==> config.mk <==
export PLATFORM = sky130hd
export DESIGN_NAME = sram_like_arb
export DESIGN_NICKNAME = d
export VERILOG_FILES = /design/src/rtl/sram_like_arb.sv
export SDC_FILE = /design/constraint.sdc
export NUM_CORES = 1
export LEC_CHECK = 0
export ABC_AREA = 1
export BUFFER_PORTS_ARGS = -buffer_cell sky130_fd_sc_hd__buf_2
export CORE_AREA = 2 2 123 125
export CTS_CLUSTER_DIAMETER = 50
export DETAILED_ROUTE_END_ITERATION = 16
export DIE_AREA = 0 0 125 127
export SLEW_MARGIN = 30
export SYNTH_ARGS = -nofsm -noshare
export SYNTH_HDL_FRONTEND = slang
export SYNTH_SLANG_ARGS = --single-unit
==> constraint.sdc <==
create_clock -name clk -period 3.8 [get_ports clk]
set_input_delay 0.57 -clock clk [delete_from_list [all_inputs] [get_ports clk]]
set_output_delay 0.57 -clock clk [all_outputs]
set_load 0.05 [all_outputs]
==> src/rtl/sram_like_arb.sv <==
// Two-master SRAM-like arbiter: DATA has priority over INST, a grant stays locked while the
// slave withholds addr_ok, and an in-order tag FIFO routes each data_ok back to its master.
module sram_like_arb #(
  parameter int unsigned OUTS_DEPTH = 4
) (
  input  logic        clk,
  input  logic        reset,
  // Instruction master
  input  logic        inst_req,
  input  logic        inst_wr,
  input  logic [1:0]  inst_size,
  input  logic [3:0]  inst_wstrb,
  input  logic [31:0] inst_addr,
  input  logic [31:0] inst_wdata,
  output logic        inst_addr_ok,
  output logic        inst_data_ok,
  output logic [31:0] inst_rdata,
  // Data master
  input  logic        data_req,
  input  logic        data_wr,
  input  logic [1:0]  data_size,
  input  logic [3:0]  data_wstrb,
  input  logic [31:0] data_addr,
  input  logic [31:0] data_wdata,
  output logic        data_addr_ok,
  output logic        data_data_ok,
  output logic [31:0] data_rdata,
  // Shared slave
  output logic        mem_req,
  output logic        mem_wr,
  output logic [1:0]  mem_size,
  output logic [3:0]  mem_wstrb,
  output logic [31:0] mem_addr,
  output logic [31:0] mem_wdata,
  input  logic        mem_addr_ok,
  input  logic        mem_data_ok,
  input  logic [31:0] mem_rdata,
  output logic        spurious_err
);

  localparam int unsigned PtrW = (OUTS_DEPTH > 1) ? $clog2(OUTS_DEPTH) : 1;
  localparam int unsigned CntW = $clog2(OUTS_DEPTH + 1);

  typedef enum logic [1:0] {StFree, StLockInst, StLockData} lock_e;
  typedef enum logic [1:0] {GntNone, GntInst, GntData} gnt_e;

  lock_e                 state_q, state_d;
  gnt_e                  grant;
  logic [OUTS_DEPTH-1:0] tag_q;       // 0 = INST, 1 = DATA
  logic [PtrW-1:0]       wr_ptr_q, rd_ptr_q;
  logic [CntW-1:0]       count_q;
  logic                  spurious_q;
  logic                  full, empty, push, pop, head_tag;

  assign full     = (count_q == CntW'(OUTS_DEPTH));
  assign empty    = (count_q == '0);
  assign head_tag = tag_q[rd_ptr_q];

  // Grant: a locked master keeps it; otherwise DATA beats INST, and nothing new while full.
  always_comb begin
    grant = GntNone;
    if (!reset) begin
      case (state_q)
        StLockInst: grant = GntInst;
        StLockData: grant = GntData;
        default: begin
          if (!full) begin
            if (data_req)      grant = GntData;
            else if (inst_req) grant = GntInst;
          end
        end
      endcase
    end
  end

  assign mem_req = (grant != GntNone) && !full;
  assign push    = mem_req && mem_addr_ok;
  // Pop only against entries present at the start of the cycle; no same-cycle bypass.
  assign pop     = !reset && mem_data_ok && !empty;

  // Forward the granted master's request fields; zero when nobody is granted.
  always_comb begin
    mem_wr    = 1'b0;
    mem_size  = 2'd0;
    mem_wstrb = 4'd0;
    mem_addr  = 32'd0;
    mem_wdata = 32'd0;
    case (grant)
      GntInst: begin
        mem_wr    = inst_wr;
        mem_size  = inst_size;
        mem_wstrb = inst_wstrb;
        mem_addr  = inst_addr;
        mem_wdata = inst_wdata;
      end
      GntData: begin
        mem_wr    = data_wr;
        mem_size  = data_size;
        mem_wstrb = data_wstrb;
        mem_addr  = data_addr;
        mem_wdata = data_wdata;
      end
      default: ;
    endcase
  end

  assign inst_addr_ok = push && (grant == GntInst);
  assign data_addr_ok = push && (grant == GntData);
  assign inst_data_ok = pop && !head_tag;
  assign data_data_ok = pop && head_tag;
  assign inst_rdata   = mem_rdata;
  assign data_rdata   = mem_rdata;
  assign spurious_err = spurious_q && !reset;

  // Lock next state: a stalled request pins its master until the slave accepts it.
  always_comb begin
    state_d = state_q;
    if (reset) begin
      state_d = StFree;
    end else if (mem_req && !mem_addr_ok) begin
      state_d = (grant == GntData) ? StLockData : StLockInst;
    end else if (push) begin
      state_d = StFree;
    end
  end

  // Lock state register.
  always_ff @(posedge clk) begin
    if (reset) state_q <= StFree;
    else       state_q <= state_d;
  end

  // Tag FIFO: pointers wrap naturally since the depth is a power of two.
  always_ff @(posedge clk) begin
    if (reset) begin
      tag_q    <= '0;
      wr_ptr_q <= '0;
      rd_ptr_q <= '0;
      count_q  <= '0;
    end else begin
      if (push) begin
        tag_q[wr_ptr_q] <= (grant == GntData);
        wr_ptr_q        <= wr_ptr_q + PtrW'(1);
      end
      if (pop) rd_ptr_q <= rd_ptr_q + PtrW'(1);
      if (push && !pop)      count_q <= count_q + CntW'(1);
      else if (!push && pop) count_q <= count_q - CntW'(1);
    end
  end

  // Sticky flag for a response arriving with nothing outstanding.
  always_ff @(posedge clk) begin
    if (reset)                     spurious_q <= 1'b0;
    else if (mem_data_ok && empty) spurious_q <= 1'b1;
  end

endmodule

==> flow_summary.toml <==
[final_layout]
syn_to_final_growth_pct = 37.4
nets = 765
nFillCells = 1700
layout.cell_area.non_filler_um2 = 3270
antenna_cells = 0
stdcell_count = 757
final_layout_size_suffix_gt1_frac = 0.417

[critical_path]
critical_path.slowest_cell = "dfxtp_1"
critical_path.max_fanout = 36
nature_of_the_critical_path_startpoint = "register"
criticalPathCategory = "register to primary output"
data_arrival_time_of_the_worst_path_ns = 2.60
timing.critical_path.cells = "inv_1, ha_1, inv_1, a21oi_1, nor3_1, ha_2, buf_4, nand2_1, a21oi_1, buf_2"
worstSetupStartpoint = "state_q[0]$_SDFFE_PP0P_"
cp.required_ns = 3.23
critical-path-max-stage-delay_ns = 0.35
end_kind = "primary output"
rr_startpoint = "state_q[0]$_SDFFE_PP0P_"

[synth]
ys.warnings.count = 0
postSynthRegisterBits = 14
synth_cells = 429
synth_largest_area_cell = "nand2_1"
synth-main-ff-cell = "dfxtp_1"
ys_top_cells_by_count = "nand2_1, a21oi_1, buf_4"
synth_async_sr_flop_share = 0
post_synth_instance_area_um2 = 2380
mappedNetlistNets = 620
post_synth.cell_area_avg_um2 = 5.55
number_of_distinct_library_cells_after_synthesis = 19
synth_enable_flop_cells = 0
synth_top_area_share = 0.255
ys_seq_area_frac = 0.118
synth_top_cells_by_area = "nand2_1, buf_4, a21oi_1"
yosysMostFrequentCell = "nand2_1"

[place]
place_worst_setup_slack_ns = 0.882
placed_cell_area_um2 = 3180
portBuffers = 224
routabilityCongestion = 0.758
detailed_place_hpwl_um = 8380
place_inst = 753

[drt]
vias = 3128
drc_errors = 0
first_iter_violations = 164
wire_per_inst_um = 13.6
vias_per_cell = 4.13
drtPass1Iterations = 4
final_antenna_net_count = 0
postRouteWirelength_um = 10300

[min_path]
hold_path_startpoint = "spurious_q$_SDFFE_PP0P_"
worst_hold_path_type = "register to register"

[timing]
clock_skew_ns = 0.00152
postLayoutSetupSlackWorst_ns = 0.631
fin_crit_sh = 0.834
setup_violations = 0
slew_headroom = 0.721
final_hold_viol_count = 0
rsz_0062_raised_after_global_routing = "no"
worstMarginPinSlew_ns = 0.419
timing.final.max_slew_violations = 0
hold_slack_ns = 0.460
period_minus_slack_ns = 3.17
setup-tns-final_ns = 0
achievable-frequency_mhz = 316

[floorplanning]
core_region_area_um2 = 14400
die_h_um = 127
start_util = 0.165
fp.dieArea_um2 = 15900
rows = 44
io-pin-count = 321
die_width_um = 125

[outcome]
outcome = "finished, final reports clean"

[cts]
cts_setup_buffers = 0
htreeDepth = 1
clk_latency_ns = 0.24
cts-root-to-sink-buffers = 2
cts_buffers = 3
cts.repair.resized = 0
clk_pin_slew_ns = 0.05
cts.sink_count = 14
root_buffer = "clkbuf_16"
tritoncts = "done"
cts_hold_buffers = 0

[global_routing]
gr_overflow_total = 0
grt_pass1_vias = 2717
grt_first_pass_wirelength_um = 14600
largest_net_degree_at_the_start_of_global_routing = 40
grt_antenna_before_repair = 0
globalRouteTotalUtil = 0.114

[power]
vdd_ir_drop_max_mv = 0.299
power.static_leakage_nw = 1.69
pwr_density_cell_nw_per_um2 = 537

[flow_run]
max_cap_viol_count = 0
==> registers in the layout, summed over array words and instances, names as in the netlist <==
register and flops:
spurious_q 1, wr_ptr_q 2, rd_ptr_q 2, tag_q 4, state_q 2, count_q 3
==> area by class of cell <==
type | count | area (um2) | area share
sequential | 14 | 280 | 0.0857
timing repair buffer | 230 | 1170 | 0.356
tap | 184 | 230 | 0.0704
clock buffer | 4 | 88.8 | 0.0272
multi-input combinational | 299 | 1410 | 0.431
inverter | 26 | 97.6 | 0.0298
==> placed cells by master, fill, tap and decap left out, drive strengths merged <==
master  netlist  layout
fa            1       1
o21ai         7       7
nor3          2       2
a21oi        83      83
xor2          1       1
nand4         9       9
buf          81     230
dfxtp        14      14
a31oi         1       1
clkbuf        9       4
nor2         17      17
nand2       163     163
nand3         5       5
ha           10      10
inv          26      26
==> critical path, delay by kind of cell (launching register included) <==
| family | cells | cell delay, ns |
|---|---|---|
| AO/OA/AOI/OAI | 2 | 0.29 |
| adder cells (fa/ha/maj) | 2 | 0.56 |
| buffers and inverters | 4 | 0.79 |
| flip-flops | 1 | 0.35 |
| AND/OR/NAND/NOR | 2 | 0.33 |
==> logic make-up (layout without fill, tap and decap cells) <==
kind of cell,count (synthesis),in the layout,share of synthesized area
buffers and inverters,116,260,0.293
DFF,14,14,0.118
AOI/OAI and AO/OA,91,91,0.197
and+or+nand+nor,196,196,0.328
xor gates and xnor gates,1,1,0.00368
adders and majority gates,11,11,0.0610
==> layer usage <==
metal | up-vias | part of all wire | track usage
li1 | 1582 | - | -
met1 | 1336 | 0.39 | 0.140
met2 | 180 | 0.44 | 0.178
met3 | 30 | 0.15 | 0.0582
met4 | 0 | 0.023 | 0.0301
met5 | - | 0 | 0
==> where the power goes <==
group	switching, mW	internal, mW	leakage, nW
registers	0.0342	0.181	0.114
logic	0.998	0.322	1.53
clock network	0.0613	0.159	0.0442
==> through the flow <==
step | total power [mW] | utilization
floorplan | 1.38 | -
global placement | 1.55 | 0.221
detailed placement | 1.55 | 0.221
CTS | 1.78 | 0.227
global route | 1.90 | 0.227
finish | 1.76 | 0.227
==> worst paths after layout <==
kind	to	slack, ns	depth (start not counted)
setup / recovery	mem_addr[28]	0.63	10
hold / removal	spurious_q$_SDFFE_PP0P_	0.46	2
setup reg to reg	count_q[2]$_SDFFE_PP0P_	0.86	17
hold reg to reg	spurious_q$_SDFFE_PP0P_	0.46	2
No activity file was read; power rests on OpenSTA's default activity.
